File: src/rtl/mips_pkg.sv
// Shared MIPS definitions for the fetch stage: opcodes,
// register-index width and 2-bit branch counter encodings.
package mips_pkg;

    localparam int MIPS_RFIDX_WIDTH = 5;

    localparam logic [5:0] OP_REGIMM = 6'h01;
    localparam logic [5:0] OP_J      = 6'h02;
    localparam logic [5:0] OP_JAL    = 6'h03;
    localparam logic [5:0] OP_BEQ    = 6'h04;
    localparam logic [5:0] OP_BNE    = 6'h05;
    localparam logic [5:0] OP_BLEZ   = 6'h06;
    localparam logic [5:0] OP_BGTZ   = 6'h07;

    typedef enum logic [1:0] {
        SNT = 2'd0,
        WNT = 2'd1,
        WT  = 2'd2,
        ST  = 2'd3
    } bht_cnt_e;

    function automatic bht_cnt_e bht_next(input bht_cnt_e c,
                                          input logic taken);
        bht_cnt_e n;
        if (taken)
            n = (c == ST) ? ST : bht_cnt_e'(c + 2'd1);
        else
            n = (c == SNT) ? SNT : bht_cnt_e'(c - 2'd1);
        return n;
    endfunction

endpackage

File: src/rtl/mips_if_bht.sv
// Bimodal branch history table: combinational read port,
// synchronous saturating update port.
module mips_if_bht
    import mips_pkg::*;
#(
    parameter int         DEPTH = 64,
    parameter int         IDX_W = $clog2(DEPTH),
    parameter logic [1:0] INIT  = 2'b01
) (
    input  logic             clk,
    input  logic             rst_n,
    input  logic [IDX_W-1:0] rd_idx,
    output logic             rd_taken,
    input  logic             upd,
    input  logic [IDX_W-1:0] upd_idx,
    input  logic             upd_taken
);

    bht_cnt_e   cnt [DEPTH];
    logic [1:0] rd_cnt;

    always_ff @(posedge clk or negedge rst_n) begin
        if (!rst_n) begin
            for (int i = 0; i < DEPTH; i++)
                cnt[i] <= bht_cnt_e'(INIT);
        end else if (upd) begin
            cnt[upd_idx] <= bht_next(cnt[upd_idx], upd_taken);
        end
    end

    // read sees the pre-update value on a same-index collision
    assign rd_cnt   = cnt[rd_idx];
    assign rd_taken = rd_cnt[1];

endmodule

File: src/rtl/mips_if_minidec.sv
// Fetch-side pre-decoder: register indices, jump/branch
// classification and the two static target addresses.
module mips_if_minidec
    import mips_pkg::*;
#(
    parameter int ADDR_W = 32,
    parameter int DATA_W = 32
) (
    input  logic [DATA_W-1:0]           inst,
    input  logic [ADDR_W-1:0]           pc_incr,
    output logic [MIPS_RFIDX_WIDTH-1:0] rs_idx,
    output logic [MIPS_RFIDX_WIDTH-1:0] rt_idx,
    output logic                        is_jmp,
    output logic                        is_bxx,
    output logic [ADDR_W-1:0]           j_target,
    output logic [ADDR_W-1:0]           b_target
);

    logic [5:0] op;

    assign op     = inst[31:26];
    assign rs_idx = inst[25:21];
    assign rt_idx = inst[20:16];

    always_comb begin
        is_jmp = 1'b0;
        is_bxx = 1'b0;
        unique case (1'b1)
            (op == OP_J),
            (op == OP_JAL):    is_jmp = 1'b1;
            (op == OP_REGIMM),
            (op == OP_BEQ),
            (op == OP_BNE),
            (op == OP_BLEZ),
            (op == OP_BGTZ):   is_bxx = 1'b1;
            default: ;
        endcase
    end

    // jr/jalr fall through as not-taken; EX redirects them
    assign j_target = {pc_incr[ADDR_W-1:28], inst[25:0], 2'b00};
    assign b_target = pc_incr
                    + {{(ADDR_W-18){inst[15]}}, inst[15:0], 2'b00};

endmodule

File: src/rtl/mips_if_dynbp.sv
// MIPS fetch stage with bimodal prediction, stall, EX
// redirect/flush and a registered IF/ID bundle.
module mips_if_dynbp
    import mips_pkg::*;
#(
    parameter int                ADDR_W    = 32,
    parameter int                DATA_W    = 32,
    parameter int                BHT_DEPTH = 64,
    parameter logic [ADDR_W-1:0] RESET_PC  = '0,
    parameter logic [1:0]        BHT_INIT  = 2'b01
) (
    input  logic                        clk,
    input  logic                        rst_n,
    input  logic                        stall,
    input  logic                        ex_redirect,
    input  logic [ADDR_W-1:0]           ex_redirect_pc,
    input  logic                        ex_bht_upd,
    input  logic [ADDR_W-1:0]           ex_bht_pc,
    input  logic                        ex_bht_taken,
    output logic                        I_read,
    output logic                        I_write,
    output logic [ADDR_W-3:0]           I_addr,
    output logic [DATA_W-1:0]           I_wdata,
    input  logic [DATA_W-1:0]           I_rdata,
    output logic                        if2id_valid,
    output logic [DATA_W-1:0]           if2id_inst,
    output logic [ADDR_W-1:0]           if2id_pc_incr,
    output logic                        if2id_prdt_taken,
    output logic [MIPS_RFIDX_WIDTH-1:0] if2id_rs_idx,
    output logic [MIPS_RFIDX_WIDTH-1:0] if2id_rt_idx
);

    localparam int IDX_W = $clog2(BHT_DEPTH);

    logic [ADDR_W-1:0]           pc_r;
    logic [ADDR_W-1:0]           pc_incr;
    logic [ADDR_W-1:0]           pc_nxt;
    logic [ADDR_W-1:0]           j_target;
    logic [ADDR_W-1:0]           b_target;
    logic [MIPS_RFIDX_WIDTH-1:0] rs_idx;
    logic [MIPS_RFIDX_WIDTH-1:0] rt_idx;
    logic                        is_jmp;
    logic                        is_bxx;
    logic                        bht_taken;
    logic                        prdt;
    logic                        unused_pc;

    assign I_read  = rst_n & ~stall;
    assign I_write = 1'b0;
    assign I_wdata = '0;
    assign I_addr  = pc_r[ADDR_W-1:2];
    assign pc_incr = pc_r + ADDR_W'(4);

    assign unused_pc = ^{ex_bht_pc[ADDR_W-1:IDX_W+2],
                         ex_bht_pc[1:0]};

    mips_if_minidec #(
        .ADDR_W (ADDR_W),
        .DATA_W (DATA_W)
    ) u_minidec (
        .inst     (I_rdata),
        .pc_incr  (pc_incr),
        .rs_idx   (rs_idx),
        .rt_idx   (rt_idx),
        .is_jmp   (is_jmp),
        .is_bxx   (is_bxx),
        .j_target (j_target),
        .b_target (b_target)
    );

    mips_if_bht #(
        .DEPTH (BHT_DEPTH),
        .IDX_W (IDX_W),
        .INIT  (BHT_INIT)
    ) u_bht (
        .clk       (clk),
        .rst_n     (rst_n),
        .rd_idx    (pc_r[IDX_W+1:2]),
        .rd_taken  (bht_taken),
        .upd       (ex_bht_upd),
        .upd_idx   (ex_bht_pc[IDX_W+1:2]),
        .upd_taken (ex_bht_taken)
    );

    assign prdt = is_jmp | (is_bxx & bht_taken);

    always_comb begin
        pc_nxt = pc_incr;
        priority case (1'b1)
            ex_redirect:          pc_nxt = ex_redirect_pc;
            stall:                pc_nxt = pc_r;
            is_jmp:               pc_nxt = j_target;
            (is_bxx & bht_taken): pc_nxt = b_target;
            default: ;
        endcase
    end

    always_ff @(posedge clk or negedge rst_n) begin
        if (!rst_n)
            pc_r <= RESET_PC;
        else
            pc_r <= pc_nxt;
    end

    // redirect wins over stall: the slot becomes a bubble
    always_ff @(posedge clk or negedge rst_n) begin
        if (!rst_n) begin
            if2id_valid      <= 1'b0;
            if2id_inst       <= '0;
            if2id_pc_incr    <= '0;
            if2id_prdt_taken <= 1'b0;
            if2id_rs_idx     <= '0;
            if2id_rt_idx     <= '0;
        end else if (ex_redirect) begin
            if2id_valid      <= 1'b0;
        end else if (!stall) begin
            if2id_valid      <= 1'b1;
            if2id_inst       <= I_rdata;
            if2id_pc_incr    <= pc_incr;
            if2id_prdt_taken <= prdt;
            if2id_rs_idx     <= rs_idx;
            if2id_rt_idx     <= rt_idx;
        end
    end

endmodule
File: config.mk
export PLATFORM = sky130hd
export DESIGN_NAME = mips_if_dynbp
export DESIGN_NICKNAME = d
export VERILOG_FILES = /design/src/rtl/mips_pkg.sv /design/src/rtl/mips_if_bht.sv /design/src/rtl/mips_if_minidec.sv /design/src/rtl/mips_if_dynbp.sv
export SDC_FILE = /design/constraint.sdc
export NUM_CORES = 1
export LEC_CHECK = 0
export ABC_AREA = 1
export CAP_MARGIN = 20
export CORE_MARGIN = 3
export CORE_UTILIZATION = 55
export CTS_BUF_LIST = sky130_fd_sc_hd__clkbuf_16
export CTS_CLUSTER_SIZE = 28
export DETAILED_ROUTE_END_ITERATION = 10
export GPL_ROUTABILITY_DRIVEN = 0
export PLACE_DENSITY = 0.82
export SLEW_MARGIN = 0
export SYNTH_ARGS = -nofsm -noshare
export SYNTH_HDL_FRONTEND = slang
export SYNTH_SLANG_ARGS = --single-unit
export TNS_END_PERCENT = 30
File: constraint.sdc
create_clock -name clk -period 3.8 [get_ports clk]
set_clock_uncertainty 0.2 [all_clocks]
set_input_delay 0.57 -clock clk [delete_from_list [all_inputs] [get_ports clk]]
set_output_delay 0.57 -clock clk [all_outputs]
set_load 0.02 [all_outputs]
==> run metrics <==
status finished with violations; violated checks design-rule violations; startpoint-to-endpoint class of the critical path register to register; routed wire length per instance 18.5 um; gate count of the mapped netlist approximately 2200; via total after detailed routing 15800; synthesis warning total 0; post-synthesis average cell area around 6.7 sq um; Critical Path Start Type register; startpoint of the lowest-slack hold path u_bht.cnt[98]; setup repair after global routing missed its margin yes; headroom to the max-slew limit around two fifths; cell-by-cell listing of the critical path nand2_1 > nor3_2 > nand2_1 > nor3b_1 > buf_4 > nand4_1 > xor2_2 > inv_1 > ha_1 > inv_1 > nor3_2 > nand2_1 > nor2_1 > a21boi_1 > nor2_1 > nand3_1 > a21oi_1 > o21bai_1 > nand2_1; Max-cap violations 0; Hold EP u_bht.cnt[98]; sequential-to-total area share from yosys stat approximately two fifths; end of the worst register-to-register path pc_r[31]; number of enable flip-flop cells after synthesis 0; initial DRC count 2243; Min-Delay Path Class register to register; flip-flop and latch count after synthesis 226; post-DP HPWL around 36 mm; switching power share of the total 34.9%; final core occ slightly below 70%; post-synthesis instance area ~15000 sq um; top-level I/O count 242; library cell with the highest instance count after synthesis sky130_fd_sc_hd__nand2_1; worst reg2reg path depth 19; maximum fanout count along the critical path 4; Clock Latency Late Sink 0.54 ns; type of element capturing the critical path register; Final Cell Area 18200 sq um; met1 usage in global routing between 40% and 50%; clock buffers created by TritonCTS 25; global-route wire length before repair 79.5 mm; Worst-Margin Slew slightly below 0.9 ns; CP Buf/Inv Count 3; most area-hungry cell type in the Yosys netlist sky130_fd_sc_hd__dfrtp_1; footprint of the flip-flops and latches 5740 sq um; arrival time worst endpoint 3.88 ns; worst r2r src pc_r[14]; total placed instance area about 17000 sq um; timing-limited maximum frequency approximately 270 MHz; setup slack on the worst flop-to-flop path 0.14 ns; Slowest-stage cell, CP sky130_fd_sc_hd__dfrtp_1; top flip-flop cell by instance count after synthesis sky130_fd_sc_hd__dfrtp_1; total power between 8 and 9 mW; maximum clock insertion buffer count 3; final cell count without fillers 2766; floorplan core area ~26000 sq um; clock tree from TritonCTS yes; Syn-to-layout area delta 21.7%; drt first pass iters 8; total routing resource utilization after global routing 34.2%; final wirelength 51.2 mm; leading cell types by count after synthesis sky130_fd_sc_hd__nand2_1 (891), sky130_fd_sc_hd__inv_1 (225), sky130_fd_sc_hd__nand3_1 (172); fraction of synthesized cell area taken by the top area cell type between 20% and 30%; final layout net count between 2000 and 3000; library cells used by synthesis 42; Worst Path Required between 4 and 5 ns; slowest stage delay, CP 0.45 ns; power density over the cells around 450 nW/um^2; number of sinks on the clock net between 200 and 250; final worst-path cycle share a little over nine tenths; mean number of vias per cell ~5.7; FILL cells roughly 2200; Placed Cells incl. Taps around 2700; drt drc 1; GRT busiest layer met2; Critical Path Most Common Cell sky130_fd_sc_hd__nand2_1; final count of negative-setup-slack endpoints 0; net switching power 2.86 mW; row cnt 59; met2 demand-to-capacity share in global routing 55.3%; number of global-route vias before repair between 10000 and 15000; Clk network pwr share approximately a third; pin count of the biggest net entering global routing approximately 120; Gate power share between 30% and 40%; met3 Resource Use GR just over 5%; share of async-settable or async-resettable flops after synthesis between 90% and 100%; sum of overflow across all layers after global routing 0; IO Port Bufs 182; Flop pwr share between 30% and 40%; cell depth of the worst min-delay path 2; cell at the root of the clock tree sky130_fd_sc_hd__clkbuf_16; share of post-route cells with drive strength above 1 slightly below 10%; biggest area contributors in the synthesized netlist sky130_fd_sc_hd__dfrtp_1 (27%), sky130_fd_sc_hd__nand2_1 (22%), sky130_fd_sc_hd__dfstp_2 (11%), sky130_fd_sc_hd__nand3_1 (5.8%), sky130_fd_sc_hd__inv_1 (5.7%); height of the die 171 um; internal power consumption between 5 and 6 mW; die boundary width around 170 um; H-tree depth reported by CTS 1; register clock-pin slew on the reported worst setup and hold paths about 0.060 ns; antenna-violating nets left 0; initial standard-cell utilization of the core between 50 and 60%; initial antenna violation count 0; combined area of the multi-input logic cells 7740 sq um; die area approximately 29000 sq um; antenna cells 0; Peak VDD IR 424 uV; final critical delay including setup and external delays 3.66 ns; cell type group with the largest total delay on the critical path simple AND/OR/NAND/NOR gates; Hold Violations, Final 0; Lkg Pwr 8.99 nW; count of final max-slew check failures 0
-- per-stage QoR --
step	worst slack, ns	hold WS, ns	TNS (ns)
finish	0.143	0.269	0
global route	-0.122	0.281	-0.271
CTS	0.0330	0.268	0
detailed placement	0.0848	0.257	0
global placement	0.155	0.251	0
floorplan	0.415	0.0744	0
-- sequential cells by signal, indices dropped and copies added (netlist names) --
| register | count |
|---|---|
| if2id_inst | 32 |
| if2id_pc_incr | 32 |
| if2id_prdt_taken | 1 |
| if2id_valid | 1 |
| pc_r | 32 |
| u_bht.cnt | 128 |
-- cells in the final DEF (no fill, tap or decap), types with 14 or more instances in the layout --
cell type	synthesis	routed
sky130_fd_sc_hd__clkdlybuf4s50_1	0	181
sky130_fd_sc_hd__o21ai_0	134	127
sky130_fd_sc_hd__buf_4	59	65
sky130_fd_sc_hd__nand2_1	891	891
sky130_fd_sc_hd__clkbuf_16	0	25
sky130_fd_sc_hd__nor3_1	33	30
sky130_fd_sc_hd__a21oi_1	52	50
sky130_fd_sc_hd__inv_1	225	232
sky130_fd_sc_hd__o21ai_1	10	17
sky130_fd_sc_hd__dfstp_2	64	64
sky130_fd_sc_hd__ha_1	36	34
sky130_fd_sc_hd__inv_2	14	14
sky130_fd_sc_hd__nand3_1	172	168
sky130_fd_sc_hd__nand4_1	29	29
sky130_fd_sc_hd__nand3b_1	19	19
sky130_fd_sc_hd__nor2_1	162	155
sky130_fd_sc_hd__dfrtp_1	162	159
sky130_fd_sc_hd__conb_1	1	33
sky130_fd_sc_hd__xor2_1	35	29
-- kinds of logic after synthesis --
logic type | share of synthesized area [%]
AOI/OAI and AO/OA | 8.04
xor gates and xnor gates | 2.35
adders and majority gates | 3.15
buffers and inverters | 11.3
DFF | 38.5
other | 0.0251
and+or+nand+nor | 36.7
-- worst max path at each step --
| stage | cells after the start | endpoint | slack [ns] | from |
|---|---|---|---|---|
| floorplan | 21 | pc_r[31] | 0.41 | pc_r[2] |
| global placement | 19 | pc_r[31] | 0.16 | pc_r[14] |
| detailed placement | 19 | pc_r[31] | 0.08 | pc_r[14] |
| CTS | 19 | pc_r[31] | 0.03 | pc_r[14] |
| global route | 19 | pc_r[31] | -0.12 | pc_r[14] |
| finish | 19 | pc_r[31] | 0.14 | pc_r[14] |
-- metal layers --
| metal | up-vias | routed length [um] |
|---|---|---|
| met5 | - | 0 |
| met4 | 0 | 3010 |
| met3 | 190 | 5340 |
| met2 | 977 | 23500 |
| met1 | 7315 | 19400 |
| li1 | 7295 | - |
-- power by group through the flow --
| stage | Clock, mW | Combinational (mW) | Sequential, mW |
|---|---|---|---|
| detailed placement | 0 | 2.49 | 3.01 |
| global route | 2.74 | 2.81 | 3.01 |
| floorplan | 0 | 1.34 | 3.16 |
| finish | 2.63 | 2.60 | 2.98 |
| CTS | 2.65 | 2.51 | 2.97 |
| global placement | 0 | 2.45 | 2.99 |
-- repair_timing --
item / CTS / global route
resized for setup: 0 / 35
endpoints found under the setup margin: 0 / 15
endpoints found under the hold margin: 39 / 0
hold buffers: 1 / 0
setup buffers: 0 / 6
-- worst min-delay path: cells and delay by family, from the launching register on --
family	cells	cell delay, ns
simple gates	2	0.10
flops	1	0.37
-- final cells by class --
type,instances,share of cell area (%)
tap,335,2.31
clock inverter,21,1.36
inverter,240,4.98
sequential,226,31.6
timing repair buffer,256,13.6
multi-input combinational,1663,42.6
clock buffer,25,3.45
Power figures use the tool's default switching activity.
